<file path="config.mk">
export PLATFORM = sky130hd
export DESIGN_NAME = console_history_controller
export DESIGN_NICKNAME = d
export VERILOG_FILES = /design/src/rtl/console_history_controller.sv
export SDC_FILE = /design/constraint.sdc
export NUM_CORES = 2
export LEC_CHECK = 0
export BUFFER_PORTS_ARGS = -buffer_cell sky130_fd_sc_hd__clkbuf_2
export CAP_MARGIN = 15
export CORE_UTILIZATION = 45
export DETAILED_ROUTE_END_ITERATION = 7
export REMOVE_ABC_BUFFERS = 1
export SLEW_MARGIN = 10
export SYNTH_ARGS = -nofsm -noshare
export SYNTH_HDL_FRONTEND = slang
export SYNTH_SLANG_ARGS = --single-unit
</file>
<file path="constraint.sdc">
create_clock -name clock -period 52.1 [get_ports clock]
set_clock_uncertainty 0.2 [all_clocks]
set_input_delay 13.025 -clock clock [delete_from_list [all_inputs] [get_ports clock]]
set_output_delay 13.025 -clock clock [all_outputs]
set_load 0.1 [all_outputs]
</file>
<file path="src/rtl/console_history_controller.sv">
// Console line store and screen streamer: keeps a scrolling history of committed
// lines and rewrites history plus the live edit line into screen RAM on request.
module console_history_controller #(
  parameter int NUM_LINES     = 8,
  parameter int LINE_CHARS    = 32,
  parameter int VISIBLE_CHARS = 12,
  parameter int CHAR_W        = 8
) (
  input  logic                         clock,
  input  logic                         reset,
  input  logic [LINE_CHARS*CHAR_W-1:0] line_content,
  input  logic                         line_commit,
  output logic                         commit_ack,
  input  logic                         refresh_start,
  output logic                         scr_we,
  output logic [7:0]                   scr_addr,
  output logic [CHAR_W-1:0]            scr_data,
  output logic                         busy,
  output logic                         done
);

  localparam int HIST       = NUM_LINES - 1;
  localparam int ROW_W      = $clog2(NUM_LINES);
  localparam int COL_W      = $clog2(VISIBLE_CHARS);
  localparam int CHAR_IDX_W = $clog2(LINE_CHARS);

  typedef enum logic [1:0] {IDLE, SCROLL, REFRESH, DONE} state_t;

  state_t             r_state, w_nextState;
  logic [CHAR_W-1:0]  w_lineChars [LINE_CHARS];
  logic [CHAR_W-1:0]  r_hist      [HIST][LINE_CHARS];
  logic [CHAR_W-1:0]  r_stage     [LINE_CHARS];
  logic [CHAR_W-1:0]  r_liveSnap  [VISIBLE_CHARS];
  logic               r_commitPending, r_refreshPending;
  logic [ROW_W-1:0]   r_row, r_scrollIdx;
  logic [COL_W-1:0]   r_col;
  logic               r_scrWe, r_busy, r_done, r_commitAck;
  logic [7:0]         r_scrAddr;
  logic [CHAR_W-1:0]  r_scrData;
  logic               w_lastCol, w_lastRow, w_lastScroll;
  logic [7:0]         w_addr;
  logic [CHAR_W-1:0]  w_char;

  // Column 0 sits in the most significant byte of the flat line bus.
  always_comb begin
    for (int c = 0; c < LINE_CHARS; c++)
      w_lineChars[c] = line_content[(LINE_CHARS-1-c)*CHAR_W +: CHAR_W];
  end

  assign w_lastCol    = (r_col == COL_W'(VISIBLE_CHARS-1));
  assign w_lastRow    = (r_row == ROW_W'(NUM_LINES-1));
  assign w_lastScroll = (r_scrollIdx == ROW_W'(HIST-1));
  assign w_addr       = 8'(r_row) * 8'(LINE_CHARS) + 8'(r_col);
  assign w_char       = w_lastRow ? r_liveSnap[r_col]
                                  : r_hist[r_row][CHAR_IDX_W'(r_col)];

  always_ff @(posedge clock or posedge reset) begin
    if (reset) r_state <= IDLE;
    else       r_state <= w_nextState;
  end

  always_comb begin
    w_nextState = r_state;
    case (r_state)
      IDLE: begin
        if (r_commitPending)       w_nextState = SCROLL;
        else if (r_refreshPending) w_nextState = REFRESH;
      end
      SCROLL:  if (w_lastScroll) w_nextState = IDLE;
      REFRESH: if (w_lastRow && w_lastCol) w_nextState = DONE;
      DONE:    w_nextState = IDLE;
      default: w_nextState = IDLE;
    endcase
  end

  // A refresh pulse landing on the cycle its request is taken merges into that pass.
  always_ff @(posedge clock or posedge reset) begin
    if (reset) begin
      for (int r = 0; r < HIST; r++)
        for (int c = 0; c < LINE_CHARS; c++) r_hist[r][c] <= '0;
      for (int c = 0; c < LINE_CHARS; c++) r_stage[c] <= '0;
      for (int c = 0; c < VISIBLE_CHARS; c++) r_liveSnap[c] <= '0;
      r_commitPending  <= 1'b0;
      r_refreshPending <= 1'b0;
      r_row            <= '0;
      r_col            <= '0;
      r_scrollIdx      <= '0;
      r_scrWe          <= 1'b0;
      r_scrAddr        <= '0;
      r_scrData        <= '0;
      r_busy           <= 1'b0;
      r_done           <= 1'b0;
      r_commitAck      <= 1'b0;
    end else begin
      r_scrWe     <= 1'b0;
      r_done      <= 1'b0;
      r_commitAck <= 1'b0;
      r_busy      <= (w_nextState != IDLE);
      if (line_commit && !r_commitPending) begin
        r_stage         <= w_lineChars;
        r_commitPending <= 1'b1;
        r_commitAck     <= 1'b1;
      end
      if (refresh_start) r_refreshPending <= 1'b1;
      case (r_state)
        IDLE: begin
          if (r_commitPending) begin
            r_scrollIdx <= '0;
          end else if (r_refreshPending) begin
            r_refreshPending <= 1'b0;
            for (int c = 0; c < VISIBLE_CHARS; c++) r_liveSnap[c] <= w_lineChars[c];
            r_row <= '0;
            r_col <= '0;
          end
        end
        SCROLL: begin
          for (int k = 0; k < HIST-1; k++)
            if (r_scrollIdx == ROW_W'(k)) r_hist[k] <= r_hist[k+1];
          if (w_lastScroll) begin
            r_hist[HIST-1]  <= r_stage;
            r_commitPending <= 1'b0;
          end else begin
            r_scrollIdx <= r_scrollIdx + 1'b1;
          end
        end
        REFRESH: begin
          r_scrWe   <= 1'b1;
          r_scrAddr <= w_addr;
          r_scrData <= w_char;
          if (w_lastCol) begin
            r_col <= '0;
            r_row <= r_row + 1'b1;
          end else begin
            r_col <= r_col + 1'b1;
          end
        end
        DONE:    r_done <= 1'b1;
        default: ;
      endcase
    end
  end

  assign scr_we     = r_scrWe;
  assign scr_addr   = r_scrAddr;
  assign scr_data   = r_scrData;
  assign busy       = r_busy;
  assign done       = r_done;
  assign commit_ack = r_commitAck;

endmodule
</file>
Word level (Yosys, flattened, before mapping)
Cells that the tools add are included.
{"block": "word_totals", "ff_bits": 2178, "out_inout_bits": 20, "word_cells": 362}
{"block": "op_classes", "n_eq_ne": 16, "n_lt_le_gt_ge": 3, "n_reduce_logical": 19, "muxes": 36, "bitwise": 4, "add_sub_neg": 4}
{"op": "$bmux W256 S3", "n": 1}
{"op": "$mux W256", "n": 2}
{"op": "$bmux W8 S5", "n": 1}
{"op": "$mux W8", "n": 5}
{"op": "$bmux W8 S4", "n": 1}
{"op": "$mux W3", "n": 5}
{"op": "$reduce_and A2 Y1", "n": 7}
{"op": "$eq A3 B3 Y1 const B", "n": 4}
{"op": "$mux W4", "n": 3}
{"op": "$pmux W3 S2", "n": 2}
{"op": "$mux W1", "n": 10}
{"op": "$ne A2 B2 Y1 const B", "n": 5}
{"op": "$reduce_and A3 Y1", "n": 3}
{"op": "$add A8 B4 Y8", "n": 1}
{"op": "$mux W2", "n": 4}
{"op": "$pmux W2 S4", "n": 1}
{"op": "$pmux W4 S2", "n": 1}
{"op": "$add A3 B1 Y3 const B", "n": 2}
{"op": "$eq A3 B2 Y1 const B", "n": 2}
{"op": "$ge A6 B6 Y1 const B", "n": 1}
{"op": "$not A4 Y6", "n": 1}
{"op": "$reduce_bool A2 Y1", "n": 3}
{"op": "$ge A5 B5 Y1 const B", "n": 1}
{"op": "$not A4 Y5", "n": 1}
{"op": "other kinds (13)", "n": 15}

Longest topological paths before layout
{"block": "logic_depth", "depth_word": 8, "ltp_mapped": 11, "depth_no_buf": 7}

Worst setup path before layout
OpenSTA, ideal clock, no wires.
{"block": "synth_path", "path_kind": "input -> register", "start": "in line_commit", "end": "reg r_stage[128] (netlist bit)", "n_path_buf": 2, "slack_ns": 37.519, "required_ns": 51.775, "arrival_time_ns": 14.257, "path_stages": 4, "setup_ns": 0.125, "path_cell_list": "nor2b_1 -> buf_1 -> buf_1 -> mux2_2"}
{"block": "synth_via", "elab_chain_len": 1}
{"element": "from (decl)", "line_no": "12", "text": "input logic line_commit,"}
{"element": "$logic_and A1 B1 Y1", "line_no": "99", "text": "if (line_commit && !r_commitPending) begin"}
{"element": "to (signal assigned)", "line_no": "100", "text": "r_stage <= w_lineChars;"}
{"element": "to (decl)", "line_no": "32", "text": "logic [CHAR_W-1:0] r_stage [LINE_CHARS];"}
Every way passes these cells.
A chain may end at the register's enable or synchronous reset.

==> results.py <==
metrics = {
    "worst_setup_path": {
        "ff2ff_path_depth": 8,
        "worstPathMaxFanout": 103,
        "reg2reg_slack_ps": 47760,
        "cp_top_family": "buffers and inverters",
        "cp.required_ps": 52650,
        "cp_num_buf_inv": 6,
        "cp.arrival_ps": 17190,
        "cp_num_cells": 6,
        "r2r-start": "r_row[1]$_DFFE_PP0P_",
        "cp_slowest_cell": "buf_4",
        "path_cells": "clkbuf_2, inv_8, buf_4, buf_4, buf_4, buf_4",
        "r2r-end": "scr_data[7]$_DFFE_PP0P_",
        "start_kind": "input pin",
        "critPathKind": "input pin to async pin",
        "cp-end-kind": "async pin",
        "cpMostUsedCell": "buf_4",
        "max_stage_delay_ps": 830,
    },
    "global_routing": {
        "track_usage": 0.227,
        "grt_pass1_vias": 31278,
        "grt_pass1_wl_mm": 200,
        "grt_start_max_net_pins": 180,
        "grt_overflow": 0,
        "antenna_found_initial": 0,
    },
    "min_path": {
        "min_path_type": "flip-flop to flip-flop",
        "hold_start": "r_liveSnap[40]$_DFFE_PP0P_",
        "worst_hold_path.endpoint": "r_liveSnap[40]$_DFFE_PP0P_",
        "worstHoldPathCells": 2,
    },
    "power_and_ir_drop": {
        "irDropWorstVdd_mv": 0.0376,
        "leakage_nw": 25.7,
        "powerDensity_nw_per_um2": 61.7,
    },
    "floorplan": {
        "ioPinCount": 280,
        "dieHeight_um": 339,
        "dieArea_sq_um": 115000,
        "num_rows": 123,
        "dieWidth_um": 339,
        "initial_core_util": 0.455,
        "coreArea_sq_um": 113000,
    },
    "clocking": {
        "cts_resized": 0,
        "post_cts_buffers": 0,
        "cts_sinks": 1153,
        "clock-root-buffer": "clkbuf_16",
        "cts.hold.buffers_added": 0,
        "cts_tree": "built",
        "numCtsBuffers": 131,
        "htree_levels": 4,
        "clk_latency_ps": 760,
        "clkTransAtPathRegs_ps": 60,
        "clockBufferDepth": 3,
    },
    "synth": {
        "syn-instance-count": 3573,
        "ys_seq_area_frac": 0.563,
        "synth-simple-area-share": 0.0416,
        "synth_edf_count": 0,
        "netlist_top_cells_count": "dfrtp_1, mux2_2, nand2_1",
        "ys.flop_type": "dfrtp_1",
        "synth.top_cell.area_share": 0.563,
        "muxShareOfSynthArea": 0.322,
        "syn_area_sq_um": 51200,
        "synth-adder-area-share": 0.00195,
        "synth_top_family_by_area": "multiplexers",
        "synth-compound-area-share": 0.0447,
        "yosys_warnings": 0,
        "synth.area.top_cells": "dfrtp_1, mux2_2, mux4_2",
        "ys_types": 69,
        "syn_area_per_cell_sq_um": 14.3,
        "synthXorXnorAreaFrac": 0.000171,
        "synth-async-reset-ratio": 1.00,
        "synthMostInstantiatedCell": "dfrtp_1",
        "yosys.area.top_type": "dfrtp_1",
        "yosys_register_bits": 1153,
    },
    "drt": {
        "dr.pass1.iters": 5,
        "via_per_inst": 5.77,
        "wl_per_cell_um": 24.3,
        "dr_total_vias": 30478,
        "finalWirelength_mm": 128,
        "first_iter_violations": 1955,
        "drc": 0,
        "ant_nets": 0,
    },
    "finish": {
        "layout-drive-gt1-share": 0.442,
        "nets": 3939,
        "post-route-util": 0.512,
        "syn_to_final_growth_pct": 12.7,
    },
    "timing": {
        "rsz0062_at_grt": "false",
        "hold_viol": 0,
        "finalSetupTns_ps": 0,
        "post-route-period-util": 0.319,
        "timing.fmax_ghz": 0.0601,
        "final-setup-viol-count": 0,
        "slew_headroom": 0.223,
        "finalMaxSlewViolations": 0,
        "max_slew.worst_pin.slew_ps": 1170,
        "period_needed_ps": 16630,
    },
    "run": {
        "drv_cap": 0,
    },
    "placed_design": {
        "routabilityCongestion": 0.767,
        "dp_hpwl_mm": 75.6,
        "port_buffers": 150,
    },
    "status": {
        "status": "finished clean",
    },
}
layout make-up:
type	count	area, sq um
fill	9714	54900
antenna	3	7.51
sequential	1153	28900
multi-input combinational	2149	21100
clock inverter	34	462
timing repair buffer	219	1330
tap	1500	1880
inverter	17	72.6
clock buffer	204	4010
cell families after synthesis:
group,Yosys count
XOR/XNOR,1
other,1
AND/OR/NAND/NOR,507
AO/OA/AOI/OAI,301
multiplexers,1331
adder cells (fa/ha/maj),8
buffers and inverters,271
flip-flops,1153
flip-flops by register name, indices dropped and copies added, names as in the netlist:
| register | flops |
|---|---|
| r_col | 4 |
| scr_data | 8 |
| r_commitPending | 1 |
| scr_we | 1 |
| r_liveSnap | 96 |
| r_state | 2 |
| scr_addr | 7 |
| busy | 1 |
| r_hist | 896 |
| r_scrollIdx | 3 |
| done | 1 |
| r_stage | 128 |
| r_refreshPending | 1 |
| commit_ack | 1 |
| r_row | 3 |
worst max-delay path by stage:
stage / start / endpoint
after floorplan: reset / busy$_DFF_PP0_
after global placement: reset / r_hist[1240]$_DFFE_PP0P_
final: reset / r_hist[1728]$_DFFE_PP0P_
after CTS: reset / r_hist[1240]$_DFFE_PP0P_
after detailed placement: reset / r_hist[1240]$_DFFE_PP0P_
after global routing: reset / r_stage[247]$_DFFE_PP0P_
metrics by stage:
step                      std cells  hold slack [ps]  cell area (sq um)  power (mW)  setup slack [ps]
after floorplan                3319              240              50000        2.37              6400
after global placement         5037              253              53200        2.60             34490
after detailed placement       5037              257              53200        2.64             34500
after CTS                      5275              271              57700        3.59             35310
after global routing           5276              286              57700        3.76             34800
final                          5279              270              57700        3.56             35470
power breakdown:
part | switching, mW | internal (mW)
Clock | 0.374 | 0.571
Sequential | 0.278 | 1.30
Combinational | 0.464 | 0.574
Total | 1.12 | 2.45
worst register-to-register path: cells and delay by family, from the launching register on:
family | cells | cell delay [ps]
buf+inv | 2 | 1420
compound gates | 3 | 1070
flops | 1 | 790
simple gates | 2 | 340
mux | 1 | 410
per-layer routing:
metal	part of all wire	wire length, um	track usage	vias up
met5	0	0	0	-
met4	0.020	2520	0.0610	0
met3	0.039	5050	0.0325	163
met2	0.47	59900	0.350	607
met1	0.47	60900	0.337	16337
li1	-	-	-	13371
placed cells by master (no fill, tap or decap), drive strengths merged, types with 4 or more instances in the layout:
cell type  Yosys  layout
nor2          51      51
nor4          12      12
and2          10      10
nand3         18      18
clkinv         2      22
o22a           4       4
a22o          10      10
and3           4       4
a221o         13      13
mux2        1083    1083
a221oi        51      51
o21ai         42      42
o211ai         8       8
nand2b         6       6
nand4          5       5
ha             8       8
dfrtp       1153    1153
nand2        357     357
inv           15      20
o2111ai        6       6
a22oi         34      34
or3            5       5
a211oi         9       9
clkbuf       128     354
buf          126      69
a21oi         24      24
o22ai          9       9
o31ai          5       5
nor2b          6       6
a31oi         12      12
o221ai         7       7
mux4         147     147
or4            6       6
o2bb2ai       44      44
nor3          18      18
mux2i        101     101
bufinv         0       8
Note: power is estimated with default switching activity, not from simulation.
